<file path="src/rtl/mult_div_unit.sv">
// Iterative multiply/divide unit with HI/LO result registers.
// Radix-2 shift-add multiply and restoring divide on operand magnitudes, sign fixed up at the end.
module mult_div_unit #(
    parameter int unsigned WIDTH = 32
) (
    input  logic             clk,
    input  logic             reset,
    input  logic             start,
    input  logic [1:0]       op,
    input  logic [WIDTH-1:0] a,
    input  logic [WIDTH-1:0] b,
    input  logic             cancel,
    input  logic             wr_hi,
    input  logic             wr_lo,
    input  logic [WIDTH-1:0] wdata,
    output logic             busy,
    output logic             done,
    output logic             dbz,
    output logic [WIDTH-1:0] hi,
    output logic [WIDTH-1:0] lo
);

    localparam int unsigned        CntW     = $clog2(WIDTH + 1);
    localparam logic [CntW-1:0]    LastIter = CntW'(WIDTH - 1);
    localparam logic [WIDTH-1:0]   OneW     = {{(WIDTH - 1){1'b0}}, 1'b1};
    localparam logic [2*WIDTH-1:0] OneP     = {{(2 * WIDTH - 1){1'b0}}, 1'b1};

    typedef enum logic [1:0] {StIdle, StRun, StFix, StDone} state_e;

    state_e             state_q, state_d;
    logic [CntW-1:0]    cnt_q, cnt_d;
    logic               is_div_q, is_div_d;
    logic               neg_res_q, neg_res_d;
    logic               neg_rem_q, neg_rem_d;
    logic [WIDTH:0]     acc_q, acc_d;
    logic [WIDTH-1:0]   q_q, q_d;
    logic [WIDTH-1:0]   m_q, m_d;
    logic [WIDTH-1:0]   hi_q, hi_d;
    logic [WIDTH-1:0]   lo_q, lo_d;
    logic               dbz_q, dbz_d;

    logic               accept;
    logic               sign_a, sign_b;
    logic [WIDTH-1:0]   mag_a, mag_b;
    logic [WIDTH:0]     mul_sum;
    logic [WIDTH:0]     div_shift;
    logic               div_ge;
    logic [WIDTH:0]     div_diff;
    logic [2*WIDTH-1:0] prod, prod_fix;
    logic [WIDTH-1:0]   quot_fix, rem_fix;

    assign busy = (state_q == StRun) || (state_q == StFix);
    assign done = (state_q == StDone);
    assign dbz  = dbz_q;
    assign hi   = hi_q;
    assign lo   = lo_q;

    assign accept = start && !cancel && ((state_q == StIdle) || (state_q == StDone));

    // Unsigned ops (op[0]=1) treat operands as magnitudes directly.
    assign sign_a = !op[0] && a[WIDTH-1];
    assign sign_b = !op[0] && b[WIDTH-1];
    assign mag_a  = sign_a ? (~a + OneW) : a;
    assign mag_b  = sign_b ? (~b + OneW) : b;

    // Multiply step: conditionally add multiplicand, then shift {acc, q} right one place.
    assign mul_sum = acc_q + (q_q[0] ? {1'b0, m_q} : {(WIDTH + 1){1'b0}});

    // Divide step: shift next dividend bit into the partial remainder, subtract if it fits.
    assign div_shift = {acc_q[WIDTH-1:0], q_q[WIDTH-1]};
    assign div_ge    = (div_shift >= {1'b0, m_q});
    assign div_diff  = div_shift - {1'b0, m_q};

    assign prod     = {acc_q[WIDTH-1:0], q_q};
    assign prod_fix = neg_res_q ? (~prod + OneP) : prod;
    assign quot_fix = neg_res_q ? (~q_q + OneW) : q_q;
    assign rem_fix  = neg_rem_q ? (~acc_q[WIDTH-1:0] + OneW) : acc_q[WIDTH-1:0];

    always_comb begin
        state_d   = state_q;
        cnt_d     = cnt_q;
        is_div_d  = is_div_q;
        neg_res_d = neg_res_q;
        neg_rem_d = neg_rem_q;
        acc_d     = acc_q;
        q_d       = q_q;
        m_d       = m_q;
        hi_d      = hi_q;
        lo_d      = lo_q;
        dbz_d     = dbz_q;

        if (!busy && !accept) begin
            if (wr_hi) hi_d = wdata;
            if (wr_lo) lo_d = wdata;
        end

        if (cancel) begin
            state_d = StIdle;
        end else begin
            unique case (state_q)
                StIdle, StDone: begin
                    if (start) begin
                        is_div_d  = op[1];
                        neg_res_d = sign_a ^ sign_b;
                        neg_rem_d = sign_a;
                        if (op[1] && (b == '0)) begin
                            hi_d    = a;
                            lo_d    = '1;
                            dbz_d   = 1'b1;
                            state_d = StDone;
                        end else begin
                            acc_d   = '0;
                            q_d     = op[1] ? mag_a : mag_b;
                            m_d     = op[1] ? mag_b : mag_a;
                            cnt_d   = '0;
                            dbz_d   = 1'b0;
                            state_d = StRun;
                        end
                    end else if (state_q == StDone) begin
                        state_d = StIdle;
                    end
                end
                StRun: begin
                    if (is_div_q) begin
                        acc_d = div_ge ? div_diff : div_shift;
                        q_d   = {q_q[WIDTH-2:0], div_ge};
                    end else begin
                        acc_d = {1'b0, mul_sum[WIDTH:1]};
                        q_d   = {mul_sum[0], q_q[WIDTH-1:1]};
                    end
                    cnt_d = cnt_q + 1'b1;
                    if (cnt_q == LastIter) state_d = StFix;
                end
                StFix: begin
                    if (is_div_q) begin
                        hi_d = rem_fix;
                        lo_d = quot_fix;
                    end else begin
                        hi_d = prod_fix[2*WIDTH-1:WIDTH];
                        lo_d = prod_fix[WIDTH-1:0];
                    end
                    state_d = StDone;
                end
                default: state_d = StIdle;
            endcase
        end
    end

    always_ff @(posedge clk or negedge reset) begin
        if (!reset) begin
            state_q   <= StIdle;
            cnt_q     <= '0;
            is_div_q  <= 1'b0;
            neg_res_q <= 1'b0;
            neg_rem_q <= 1'b0;
            acc_q     <= '0;
            q_q       <= '0;
            m_q       <= '0;
            hi_q      <= '0;
            lo_q      <= '0;
            dbz_q     <= 1'b0;
        end else begin
            state_q   <= state_d;
            cnt_q     <= cnt_d;
            is_div_q  <= is_div_d;
            neg_res_q <= neg_res_d;
            neg_rem_q <= neg_rem_d;
            acc_q     <= acc_d;
            q_q       <= q_d;
            m_q       <= m_d;
            hi_q      <= hi_d;
            lo_q      <= lo_d;
            dbz_q     <= dbz_d;
        end
    end

endmodule

</file>
<file path="config.mk">
export PLATFORM = sky130hd
export DESIGN_NAME = mult_div_unit
export DESIGN_NICKNAME = d
export VERILOG_FILES = /design/src/rtl/mult_div_unit.sv
export SDC_FILE = /design/constraint.sdc
export NUM_CORES = 1
export LEC_CHECK = 0
export CORE_MARGIN = 5
export CORE_UTILIZATION = 55
export CTS_BUF_LIST = sky130_fd_sc_hd__clkbuf_16
export CTS_CLUSTER_DIAMETER = 100
export CTS_CLUSTER_SIZE = 14
export DETAILED_ROUTE_END_ITERATION = 12
export GPL_TIMING_DRIVEN = 0
export PLACE_DENSITY = 0.8
export SLEW_MARGIN = 20
export SYNTH_ARGS = -nofsm -noshare
export SYNTH_HDL_FRONTEND = slang
export SYNTH_SLANG_ARGS = --single-unit
</file>
<file path="constraint.sdc">
create_clock -name clk -period 3.9 [get_ports clk]
set_input_delay 0.975 -clock clk [delete_from_list [all_inputs] [get_ports clk]]
set_output_delay 0.975 -clock clk [all_outputs]
set_load 0.005 [all_outputs]
</file>
# Word level (Yosys, flattened, before mapping)
# Index checks and enable logic that the tools add are counted.
[word_totals] ff_bits=173 latchBits=0 mem_bits_rw=0 mem_bits_ro=0 input_bits=104 output_inout_bits=67 wordCells=97 mem_count=0
[op_classes] n_addsub=8 multipliers=0 n_div=0 order_cmp=1 n_eq_ne=8 n_shift=0 mux=41 bitwise=8 reduce_logical=20
[op_table] cell="32-bit 2-to-1 mux" count=22
[op_table] cell="32-bit case mux with 2 select lines" count=3
[op_table] cell="33-bit 2-to-1 mux" count=4
[op_table] cell="32-bit by 1-bit adder with 32-bit output, second input constant" count=4
[op_table] cell="32-bit NOT" count=4
[op_table] cell="33-bit case mux with 2 select lines" count=1
[op_table] cell="64-bit by 1-bit adder with 64-bit output, second input constant" count=1
[op_table] cell="64-bit 2-to-1 mux" count=1
[op_table] cell="64-bit NOT" count=1
[op_table] cell="33-bit by 32-bit adder with 33-bit output" count=1
[op_table] cell="33-bit by 32-bit >= comparator with 1-bit output" count=1
[op_table] cell="33-bit by 32-bit subtractor with 33-bit output" count=1
[op_table] cell="32-bit zero test" count=1
[op_table] cell="6-bit 2-to-1 mux" count=2
[op_table] cell="6-bit case mux with 2 select lines" count=1
[op_table] cell="2-bit 2-to-1 mux" count=5
[op_table] cell="4-bit AND reduction" count=2
[op_table] cell="6-bit by 1-bit adder with 6-bit output, second input constant" count=1
[op_table] cell="6-bit by 5-bit == test with 1-bit output, second input constant" count=1
[op_table] cell="1-bit logical AND" count=6
[op_table] cell="2-bit case mux with 3 select lines" count=1
[op_table] cell="2-bit == test, second input constant" count=2
[op_table] cell="1-bit zero test" count=4
[op_table] cell="2-bit != test, second input constant" count=2
[op_table] cell="12 further kinds" count=14

# Depth between registers and ports, before layout
[depth] depth_word=10 mapped_depth=15 depth_no_buf=13

# Worst setup path after synthesis
# No wires, ideal clock.
[synth_timing] kind="input-to-reg" start="input b[13]" end="register q_q[23]" setup_ns=0.126 t_arrival_ns=3.173 required_ns=3.774 slack_ns=0.601 stages=9 path_buffers=2 cell_sequence="or4_1 -> or3_1 -> nor4_2 -> or2_2 -> clkbuf_1 -> nand2_1 -> clkbuf_1 -> and3_1 -> a221o_1"
[synth_via] elab_chain_len=7 word_cells_on_any_way=11 cone_classes="1 x add/sub; 1 x eq/ne; 5 x mux; 1 x bitwise; 3 x reduce/logical"
[synth_lines] element="start: declaration" line="11" source="input logic [WIDTH-1:0] b,"
[synth_lines] element="32-bit NOT" line="64" source="assign mag_b = sign_b ? (~b + OneW) : b;"
[synth_lines] element="32-bit by 1-bit adder with 32-bit output" line="64"
[synth_lines] element="32-bit 2-to-1 mux" line="64"
[synth_lines] element="32-bit 2-to-1 mux" line="113" source="q_d = op[1] ? mag_a : mag_b;"
[synth_lines] element="32-bit 2-to-1 mux" line="106" source="if (op[1] && (b == '0)) begin"
[synth_lines] element="32-bit 2-to-1 mux" line="102" source="if (start) begin"
[synth_lines] element="32-bit case mux with 2 select lines" line="100" source="unique case (state_q)"
[synth_lines] element="end signal: assignment" line="169" source="q_q <= q_d;"
[synth_lines] element="end: declaration" line="36" source="logic [WIDTH-1:0] q_q, q_d;"
# Parallel ways exist; a longest one is shown, timed or not. The select of a mux whose other input is x is not followed.
# A chain may end at the register's enable or synchronous reset.

# Worst setup path after layout
[layout_timing] start="input b[0]" end="register hi_q[22], in the netlist hi[22]"
[layout_via] elab_chain_len=6
[layout_lines] element="32-bit zero test" line="106"
[layout_lines] element="1-bit logical AND" line="106"
[layout_lines] element="32-bit 2-to-1 mux" line="106"
[layout_lines] element="32-bit 2-to-1 mux" line="102"
[layout_lines] element="32-bit case mux with 2 select lines" line="100"
[layout_lines] element="32-bit 2-to-1 mux" line="97" source="if (cancel) begin"
[layout_lines] element="named net hi_d[22]" line="38" source="logic [WIDTH-1:0] hi_q, hi_d;"
[layout_lines] element="end signal: assignment" line="171" source="hi_q <= hi_d;"
[layout_lines] element="end: declaration" line="38"
# The timed path passes the listed nets, and every way through them passes these cells.

==> flow_summary.ini <==
[timing]
fmax_mhz = 256.9
relSlewSlack_pct = 43.56
hold_viol_final = 0
fin_ws_ns = 0.008183
slew_violations = 0
worst_pin_slew_ns = 0.8467
setup_tns_ns = 0
fin_crit_ns = 3.892
min_period_over_period_pct = 99.79
finalSetupViolCount = 0
fin_worst_skew_ns = 0.01544

[yosys]
syn-mean-instance-area_um2 = 7.716
ys_seq_area_share_pct = 27.05
synth_flop_cell = dfrtp_1
ys_async_sr_fraction_pct = 100.0
ys_ff_latch = 173
ys_types = 71
yosysWarnings = 0
synth_edf_count = 0
syn_area_um2 = 16000
synth_cells = 2074
syn_nets = 2253

[power_and_ir_drop]
finalPower_w = 0.01774
peakVddDrop_mv = 0.5200
p_per_area_nw_per_um2 = 928.3
leakage_nw = 8.000

[route]
drt_first_iter_violations = 2472
drc = 0
ant_nets = 0
num_vias = 17910
wl_um = 69200
drt-pass1-iter-count = 8
via_per_inst = 6.719
wl_per_cell_um = 25.96

[cells_and_area]
drive_gt1_share_pct = 7.187
area_delta_synth_final_pct = 19.44
final_nets = 2448
antenna_cells = 0
stdcell_count = 2666
fillCellCount = 2473

[global_routing]
antenna_found_initial = 0
grt_max_degree = 99
grtUsageMet2_pct = 60.35
busiest_layer = met2
gr-total-overflow = 0
grt_use_met3_pct = 10.66
track_usage_pct = 40.55
grt_pass1_vias = 16950
met1_usage_pct = 54.12
grt_pass1_wl_um = 103000

[cts]
clockRootBuffer = clkbuf_16
cts.sinks = 173
clk_pin_slew_ns = 0.08
htree_levels = 4
cts_buffer_depth = 2
cts_made_buffers = 17
clk_latency_ns = 0.45
hold_buffers = 0
cts_tree = done

[job]
cap_violations = 0

[die]
start_util_pct = 55.75
dieWidth_um = 180.6
fp.dieH_um = 180.6
dieArea_um2 = 32610
pin_count = 171
coreArea_um2 = 28700
rows = 62

[critical_path]
cp-end-kind = register
cp_max_fo = 10
start_kind = input pin
worstPathArrival_ns = 4.23
cp.required_ns = 4.23
crit_type = input pin to register

[outcome]
status = finished, final reports clean

[place]
hpwl_um = 54790
gp_congestion = 1.028
io_buffers = 169
post-place-ws_ns = -1.601
post-place-cells = 2628

[hold_path]
hp-class = register to register
## cell type report
class	count	area (um2)	share of cell area (%)
well taps	384	480.5	2.514
multi-input cells	1714	11140	58.31
clock buffers	17	425.4	2.226
plain buffers	121	511.7	2.677
clock inverters	15	193.9	1.015
inverters	63	236.5	1.237
flip-flops and latches	173	4330	22.66
repair buffers	179	1790	9.368
## registers in the layout (all words and copies together) (netlist names)
register   count
acc_q         33
hi            32
lo            32
m_q           32
q_q           32
cnt_q          6
state_q        2
dbz            1
is_div_q       1
neg_rem_q      1
neg_res_q      1
## power breakdown
group / internal [W] / switching, W / leakage (nW)
registers: 0.00260 / 0.00113 / 2.15
clock network: 0.000982 / 0.000900 / 0.303
logic: 0.00475 / 0.00738 / 5.54
total: 0.00833 / 0.00941 / 8.00
## routing by layer
layer / wire [um] / part of all wire (%) / vias to the layer above
met2: 28880 / 42 / 1294
li1: - / - / 7915
met1: 26980 / 39 / 8439
met5: 0 / 0 / -
met3: 8763 / 13 / 266
met4: 4571 / 6.6 / 0
## cell usage after synthesis (13+ instances only)
cell | n | share of area, %
a21oi_1 | 245 | 7.7
nand2_1 | 215 | 5.0
nor2_1 | 201 | 4.7
o21ai_0 | 198 | 6.2
dfrtp_1 | 173 | 27
clkbuf_1 | 104 | 2.4
xnor2_1 | 99 | 5.4
xor2_1 | 84 | 4.6
mux2i_1 | 75 | 4.7
ha_1 | 73 | 5.7
inv_1 | 62 | 1.5
mux2_2 | 39 | 2.7
nand3_1 | 37 | 1.2
a211oi_1 | 34 | 1.6
nor3_1 | 33 | 1.0
o221ai_1 | 27 | 1.5
a21o_1 | 26 | 1.2
a22oi_1 | 20 | 0.94
nand2b_1 | 20 | 0.78
or3_1 | 20 | 0.78
o31ai_1 | 19 | 0.89
or4_1 | 19 | 0.89
o22ai_1 | 17 | 0.66
a31oi_1 | 16 | 0.63
nand4_1 | 16 | 0.63
nor4_1 | 16 | 0.63
and2_1 | 15 | 0.59
or2_2 | 15 | 0.59
nor2b_1 | 14 | 0.55
buf_1 | 13 | 0.30
## stage by stage
step | area, um2 | hold slack [ns] | util, %
after floorplan | 16000 | 0.4498 | -
after global placement | 18170 | 0.4678 | 63.32
after detailed placement | 18210 | 0.4752 | 63.43
after CTS | 18970 | 0.4924 | 66.08
after global routing | 19110 | 0.5211 | 66.59
final | 19110 | 0.4917 | 66.59
## worst max-delay path, cell delays in order
cell             delay, ns
clkdlybuf4s50_1       0.53
inv_1                 0.13
ha_1                  0.23
nor3b_2               0.25
nand4_1               0.10
buf_4                 0.19
nor4_4                0.35
buf_4                 0.21
nand2_1               0.20
nor2_4                0.33
buf_2                 0.32
a21oi_1               0.12
o221ai_1              0.26
## cells in the final DEF (no fill, tap or decap), drive strengths merged, types with 22 or more instances in the layout
| master | n |
|---|---|
| mux2i | 75 |
| o21ai | 201 |
| nor2 | 201 |
| mux2 | 39 |
| nand3 | 37 |
| clkbuf | 117 |
| xor2 | 84 |
| o221ai | 27 |
| a211oi | 34 |
| dfrtp | 173 |
| or4 | 22 |
| nor3 | 33 |
| clkdlybuf4s50 | 167 |
| ha | 73 |
| nand2 | 215 |
| a21o | 26 |
| inv | 69 |
| xnor2 | 99 |
| buf | 32 |
| a21oi | 245 |
## what timing repair did
| action | CTS | global route |
|---|---|---|
| setup endpoints to repair | 143 | 120 |
| gates resized for setup | 34 | 39 |
| buffers inserted | 5 | 4 |
| pin swaps | 3 | 5 |
## path summary, 6_finish.rpt
path / start / to / slack [ns] / cells after the start
worst max-delay path: b[0] / hi[22]$_DFF_PN0_ / 0.008 / 13
worst min-delay path: m_q[8]$_DFFE_PN0P_ / m_q[8]$_DFFE_PN0P_ / 0.49 / 2
worst max register to register: q_q[0]$_DFFE_PN0P_ / acc_q[25]$_DFFE_PN0P_ / 0.04 / 13
worst min register to register: m_q[8]$_DFFE_PN0P_ / m_q[8]$_DFFE_PN0P_ / 0.49 / 2
max in group asynchronous: reset / m_q[3]$_DFFE_PN0P_ / 2.43 / 2
min in group asynchronous: reset / hi[13]$_DFF_PN0_ / 0.54 / 1
## kinds of logic (layout without fill, tap and decap cells)
group	after synthesis	in the layout	share of synthesized area [%]
AO/OA/AOI/OAI	695	695	26.23
AND/OR/NAND/NOR	647	647	18.83
buffers and inverters	187	395	4.480
XOR/XNOR	183	183	10.02
flip-flops	173	173	27.05
multiplexers	114	114	7.435
adder cells (fa/ha/maj)	75	75	5.958
No activity file was read; power rests on OpenSTA's default activity.
